--- src/rtl/io_port_controller.sv ---
// io_port_controller: CPU I/O port decoder (inputs, shifter, sound latches); watchdog under VERINVADERS_WATCHDOG_EN
module io_port_controller #(
  parameter logic [7:0] WDT_MAX = 8'd60
) (
  input  logic       clk,
  input  logic       rst,
  input  logic       io_req,
  input  logic       io_we,
  input  logic [7:0] io_port,
  input  logic [7:0] io_wdata,
  output logic [7:0] io_rdata,
  output logic       io_ack,
  input  logic [7:0] inp0,
  input  logic [7:0] inp1,
  input  logic [7:0] inp2,
  output logic [7:0] shift_wdata,
  output logic       shift_wenable,
  output logic [2:0] shift_amount,
  input  logic [7:0] shift_result,
  output logic [7:0] snd1,
  output logic [7:0] snd2,
  output logic [7:0] snd1_rise,
  output logic [7:0] snd2_rise,
  input  logic       wdt_tick,
  output logic       wdt_expire
);
  typedef enum logic [1:0] {IDLE, ACCESS, ACK, RELEASE} state_t;
  state_t state_q, state_d;
  logic [7:0] rdata_q, rdata_d, swd_q, swd_d, snd1_q, snd1_d, snd2_q, snd2_d;
  logic [7:0] rise1_q, rise1_d, rise2_q, rise2_d, in_data;
  logic [2:0] amt_q, amt_d;
  logic       ack_q, ack_d, swen_q, swen_d, commit, wr;
  assign commit  = state_q == ACCESS;
  assign wr      = commit && io_we;
  assign in_data = (io_port == 8'd0) ? inp0 :
                   (io_port == 8'd1) ? inp1 :
                   (io_port == 8'd2) ? inp2 :
                   (io_port == 8'd3) ? shift_result : 8'h00;
  // handshake sequencing: one access per io_req assertion, wait for release
  always_comb begin
    state_d = (state_q == IDLE)   ? (io_req ? ACCESS : IDLE) :
              (state_q == ACCESS) ? ACK :
              (state_q == ACK)    ? RELEASE :
              (io_req ? RELEASE : IDLE);
  end
  // side effects commit on the edge leaving ACCESS so they show during ACK
  always_comb begin
    ack_d   = commit;
    rdata_d = (commit && !io_we) ? in_data : rdata_q;
    amt_d   = (wr && io_port == 8'd2) ? io_wdata[2:0] : amt_q;
    snd1_d  = (wr && io_port == 8'd3) ? io_wdata : snd1_q;
    rise1_d = (wr && io_port == 8'd3) ? (io_wdata & ~snd1_q) : 8'h00;
    swd_d   = (wr && io_port == 8'd4) ? io_wdata : swd_q;
    swen_d  = wr && io_port == 8'd4;
    snd2_d  = (wr && io_port == 8'd5) ? io_wdata : snd2_q;
    rise2_d = (wr && io_port == 8'd5) ? (io_wdata & ~snd2_q) : 8'h00;
  end
  // state and output registers
  always_ff @(posedge clk or negedge rst) begin
    if (!rst) begin
      state_q <= IDLE;
      ack_q   <= 1'b0;
      rdata_q <= 8'h00;
      amt_q   <= 3'd0;
      snd1_q  <= 8'h00;
      rise1_q <= 8'h00;
      swd_q   <= 8'h00;
      swen_q  <= 1'b0;
      snd2_q  <= 8'h00;
      rise2_q <= 8'h00;
    end else begin
      state_q <= state_d;
      ack_q   <= ack_d;
      rdata_q <= rdata_d;
      amt_q   <= amt_d;
      snd1_q  <= snd1_d;
      rise1_q <= rise1_d;
      swd_q   <= swd_d;
      swen_q  <= swen_d;
      snd2_q  <= snd2_d;
      rise2_q <= rise2_d;
    end
  end
  assign io_ack        = ack_q;
  assign io_rdata      = rdata_q;
  assign shift_amount  = amt_q;
  assign shift_wdata   = swd_q;
  assign shift_wenable = swen_q;
  assign snd1          = snd1_q;
  assign snd2          = snd2_q;
  assign snd1_rise     = rise1_q;
  assign snd2_rise     = rise2_q;
`ifdef VERINVADERS_WATCHDOG_EN
  logic [7:0] cnt_q, cnt_d;
  logic       exp_q, exp_d, kick;
  assign kick = wr && io_port == 8'd6;
  // a kick beats a coincident tick; expiry restarts the count
  always_comb begin
    exp_d = !kick && wdt_tick && cnt_q == WDT_MAX - 8'd1;
    cnt_d = (kick || exp_d) ? 8'd0 : wdt_tick ? cnt_q + 8'd1 : cnt_q;
  end
  // watchdog counter register
  always_ff @(posedge clk or negedge rst) begin
    if (!rst) begin
      cnt_q <= 8'd0;
      exp_q <= 1'b0;
    end else begin
      cnt_q <= cnt_d;
      exp_q <= exp_d;
    end
  end
  assign wdt_expire = exp_q;
`else
  logic unused_wdt;
  assign unused_wdt = wdt_tick ^ (WDT_MAX == 8'd0);
  assign wdt_expire = 1'b0;
`endif
endmodule

--- config.mk ---
export PLATFORM = sky130hd
export DESIGN_NAME = io_port_controller
export DESIGN_NICKNAME = d
export VERILOG_FILES = /design/src/rtl/io_port_controller.sv
export SDC_FILE = /design/constraint.sdc
export NUM_CORES = 1
export LEC_CHECK = 0
export ABC_AREA = 1
export BUFFER_PORTS_ARGS = -buffer_cell sky130_fd_sc_hd__buf_2
export CORE_ASPECT_RATIO = 1.4
export CORE_MARGIN = 2
export CORE_UTILIZATION = 35
export CTS_CLUSTER_SIZE = 10
export DETAILED_ROUTE_END_ITERATION = 8
export GPL_TIMING_DRIVEN = 0
export PLACE_DENSITY = 0.71
export SYNTH_ARGS = -nofsm -noshare
export SYNTH_HDL_FRONTEND = slang
export SYNTH_SLANG_ARGS = --single-unit
--- constraint.sdc ---
create_clock -name clk -period 1.8 [get_ports clk]
set_input_delay 0.18 -clock clk [delete_from_list [all_inputs] [get_ports clk]]
set_output_delay 0.18 -clock clk [all_outputs]
set_load 0.02 [all_outputs]
Word-level counts from Yosys, hierarchy flattened. Cells that the tools add are included.

Input port bits: 53. Memories: 0. Bits in writable memories: 0. Logic and storage cells: 41. Output and inout port bits: 54. ROM bits: 0. Bits in latches: 0. Flip-flop bits (word level): 55.

Mux-type cells: 11. Bitwise gates (word level): 4. Equality and inequality tests: 7. Shifts and indexed selects: 0. $add $sub $neg: 0. Reduce and logical (&&, ||, !) cells: 9. Div/mod/pow operators: 0. $mul: 0. Magnitude comparators: 0.

Operators by type and width (number): $mux W8 (6); $and A8 B8 Y8 (2); $eq A8 B2 Y1 const B (2); $eq A8 B3 Y1 const B (2); $not A8 Y8 (2); $eq A8 B1 Y1 const B (1); $logic_not A8 Y1 (1); $mux W2 (4); $logic_and A1 B1 Y1 (6); $eq A2 B1 Y1 const B (1); $eq A2 B2 Y1 const B (1); $logic_not A2 Y1 (1); $logic_not A1 Y1 (1); $mux W1 (1).

Depth between registers and ports, before layout.
Depth after elaboration: 5. Gate-level depth with buffers: 9.

Worst setup path after synthesis. Ideal clock, no wire load.

Path type: register to register. From: reg state_q[1]. To: reg swd_q[5] (netlist: shift_wdata[5]). Data arrival time: 1.136 ns. Buffers on the path: 1. Stages on the path, launching flop included: 8. Period minus slack after synthesis: 1.259 ns. Data required time: 1.676 ns. Path slack: 0.541 ns. Cell sequence: dfrtp_1 nor2_4 nand2_1 clkinv_2 nand3_2 buf_6 nand2_1 o21ai_1.

Cells in the longest elaborated chain, start to end: 3.

RTL lines: start: declaration (line 28) `state_t state_q, state_d;`; start signal: assignment (line 72) `state_q <= state_d;`; $eq A2 B1 Y1 (line 33) `assign commit = state_q == ACCESS;`; via ack_d (line 32) `logic ack_q, ack_d, swen_q, swen_d, commit, wr;`; $logic_and A1 B1 Y1 (line 34) `assign wr = commit && io_we;`; $logic_and A1 B1 Y1 (line 53) `swd_d = (wr && io_port == 8'd4) ? io_wdata : swd_q;`; end signal: assignment (line 78) `swd_q <= swd_d;`; end: declaration (line 29) `logic [7:0] rdata_q, rdata_d, swd_q, swd_d, snd1_q, snd1_d, snd2_q, snd2_d;`.

The timed path passes the listed nets, and every way through them passes these cells. A chain may end at the register's enable or synchronous reset.

Worst setup path after layout.
From: reg state_q[0]. To: reg rdata_q[6] (netlist: io_rdata[6]).

Cells in the longest elaborated chain, start to end: 2.

RTL lines: $eq A2 B1 Y1 (line 33); via ack_d (line 32); $logic_and A1 B1 Y1 (line 49) `rdata_d = (commit && !io_we) ? in_data : rdata_q;`; end signal: assignment (line 74) `rdata_q <= rdata_d;`; end: declaration (line 29).

The timed path passes the listed nets, and every way through them passes these cells.

==> impl_metrics.py <==
metrics = {
    "place": {
        "place_congestion": 0.804,
        "hpwlAfterDp_mm": 4.84,
        "port_buffers": 104,
    },
    "yosys": {
        "syn_nets": 315,
        "mappedNetlistArea_um2": 2430,
        "async_flop_share": 1.00,
        "yosys-top-cells-area": "dfrtp_1 57%, nand2_1 11%, inv_1 3.9%",
        "yosysWarnings": 0,
        "yosysSeqAreaShare": 0.567,
        "syn_avg_cell_area_um2": 9.26,
        "ys_dominant_reg_cell": "dfrtp_1",
        "synthCells": 262,
        "yosysUniqueCellTypes": 24,
        "synth_seq_cells": 55,
        "synth_edf_count": 0,
        "synth_top_area_frac": 0.567,
        "yosys.area.top_type": "dfrtp_1",
    },
    "pwr": {
        "p_leak_nw": 1.82,
        "p_clk_frac": 0.274,
        "peakVddDrop_mv": 0.344,
        "sw_frac_of_total": 0.291,
        "p_seq_frac": 0.554,
        "power_switching_w": 0.000701,
        "p_comb_frac": 0.172,
        "power.internal_w": 0.00171,
        "p_per_area_nw_per_um2": 762,
    },
    "critical_path": {
        "worstPathArrival_ps": 1670,
        "endpoint": "io_rdata[6]",
        "rr_worst_depth": 7,
        "startpoint": "state_q[0]",
        "reg2reg_setup_slack_ps": 340,
        "timing_worst_setup_path_type": "flip-flop to flip-flop",
        "end_kind": "flip-flop",
        "cp_data_required_time_ps": 2000,
        "critPathLaunchType": "flip-flop",
        "r2r-start": "state_q[0]",
        "reg2reg_to": "io_rdata[6]",
        "critPathMaxFanout": 10,
    },
    "die": {
        "rows": 35,
        "die_w_um": 74.4,
        "io_pins": 107,
        "fp.dieH_um": 103,
        "initial_utilization": 0.365,
        "die_area_um2": 7630,
        "coreArea_um2": 6660,
    },
    "timing": {
        "hold_viol": 0,
        "post-route-period-util": 0.813,
        "hold_ws_ps": 139,
        "fmax_ghz": 0.684,
        "slew-limit-headroom": 0.537,
        "tightest_slew_ps": 694,
        "drv_slew": 0,
        "rsz0062_at_grt": "false",
        "min_period_ps": 1460,
        "fin_worst_skew_ps": 6.47,
        "finalSetupViolations": 0,
        "tns_ps": 0,
    },
    "clock_network": {
        "cts_tree": "yes",
        "ctsResizeCount": 0,
        "clk_latency_ps": 300,
        "cts_setup_buffers": 0,
        "cts.sinks": 55,
        "root_buffer": "clkbuf_8",
        "clk_pin_slew_ps": 100,
        "hold_buffers": 0,
        "h-tree-depth": 2,
        "cts_made_buffers": 5,
        "clockBufferDepth": 2,
    },
    "grt": {
        "grt_usage": 0.170,
        "grt_max_degree": 56,
        "grt_pass1_wl_mm": 9.83,
        "overflow": 0,
        "antenna_found_initial": 0,
        "grt_pass1_vias": 2051,
    },
    "finish": {
        "layout_common_cells": "103 x buf_2, 70 x nand2_1, 55 x dfrtp_1, 25 x inv_1, 16 x nor3_1",
        "syn2layout_area_growth_pct": 30.1,
        "num-nets-final": 427,
        "antennaDiodeCount": 0,
        "drive_above_1_share": 0.379,
        "layout_commonest_cell": "buf_2",
        "n_fill_cell": 691,
    },
    "run": {
        "maxCapViolCount": 0,
    },
    "drt": {
        "vias": 2133,
        "totalWireLength_mm": 6.26,
        "viasPerCell": 4.57,
        "drc": 0,
        "drt-wirelength-per-cell_um": 13.4,
        "first_iter_violations": 55,
        "drtPass1Iterations": 4,
        "antenna_left": 0,
    },
    "status": {
        "outcome": "completed",
    },
    "min_path": {
        "hold_path.class": "input pin to flip-flop",
    },
}
flip-flops by register name (all words and copies together) (netlist names):
signal / cells
io_rdata: 8
shift_wdata: 8
snd1: 8
snd1_rise: 8
snd2: 8
snd2_rise: 8
shift_amount: 3
state_q: 2
io_ack: 1
shift_wenable: 1
how the worst min path moves through the flow:
| stage | slack (ps) | depth (start not counted) | startpoint | end |
|---|---|---|---|---|
| after floorplan | -120 | 0 | rst | io_ack |
| after global placement | 440 | 1 | snd2[2] | snd2_rise[2] |
| after detailed placement | 440 | 1 | snd2[6] | snd2_rise[6] |
| after CTS | 130 | 3 | io_req | state_q[0] |
| after global routing | 150 | 3 | io_req | state_q[0] |
| final | 140 | 3 | io_req | state_q[0] |
final cells by class:
| type | instances | area (µm²) | area share |
|---|---|---|---|
| flip-flops and latches | 55 | 1380 | 0.436 |
| plain buffers | 6 | 52.6 | 0.0166 |
| repair buffers | 105 | 533 | 0.169 |
| clock buffers | 7 | 76.3 | 0.0242 |
| inverters | 29 | 110 | 0.0349 |
| clock inverters | 1 | 5.00 | 0.00159 |
| well taps | 92 | 115 | 0.0365 |
| multi-input cells | 172 | 888 | 0.281 |
synth_stat cells, types with 5 or more instances:
cell type / number
o211ai_1: 8
o21ai_0: 9
nor2_1: 12
nand3_1: 12
nor3_1: 16
o21ai_2: 8
nand2_1: 70
dfrtp_1: 55
a21oi_1: 9
inv_1: 25
nand2_2: 5
o21ai_1: 11
layer usage:
metal  global-route usage  up-vias  wire length [µm]
met5                    0        -                 0
met4               0.0412        0                88
met3               0.0499        7               452
met2                0.306       89              3130
met1                0.195      963              2590
li1                     -     1074                 -
cell families (layout without fill, tap and decap cells):
group	Yosys count	after routing	share of synthesized area
AO/OA/AOI/OAI	45	45	0.113
other	1	1	0.00154
flip-flops	55	55	0.567
AND/OR/NAND/NOR	126	126	0.251
buffers and inverters	35	148	0.0670
power groups by stage:
stage,Clock [W],Sequential [W],Combinational [W]
floorplan,0,0.00140,0.000200
global placement,0,0.00136,0.000411
detailed placement,0,0.00136,0.000418
CTS,0.000688,0.00133,0.000420
global route,0.000742,0.00134,0.000464
finish,0.000660,0.00133,0.000413
through the flow:
| step | area [µm²] | total power [W] | std cells | util | worst slack [ps] |
|---|---|---|---|---|---|
| after floorplan | 2430 | 0.00160 | 262 | - | 541 |
| after global placement | 3060 | 0.00177 | 458 | 0.460 | 371 |
| after detailed placement | 3060 | 0.00178 | 458 | 0.460 | 341 |
| after CTS | 3140 | 0.00244 | 466 | 0.472 | 323 |
| after global routing | 3160 | 0.00255 | 467 | 0.474 | 143 |
| final | 3160 | 0.00241 | 467 | 0.474 | 337 |
worst max-delay path, stage by stage (launching register included):
cell	delay (ps)
dfrtp_1	370
inv_1	120
nor2_4	50
nand2_1	210
clkbuf_1	390
a21oi_1	80
nand2_1	90
nand2_1	50
No activity file was read; power rests on OpenSTA's default activity.
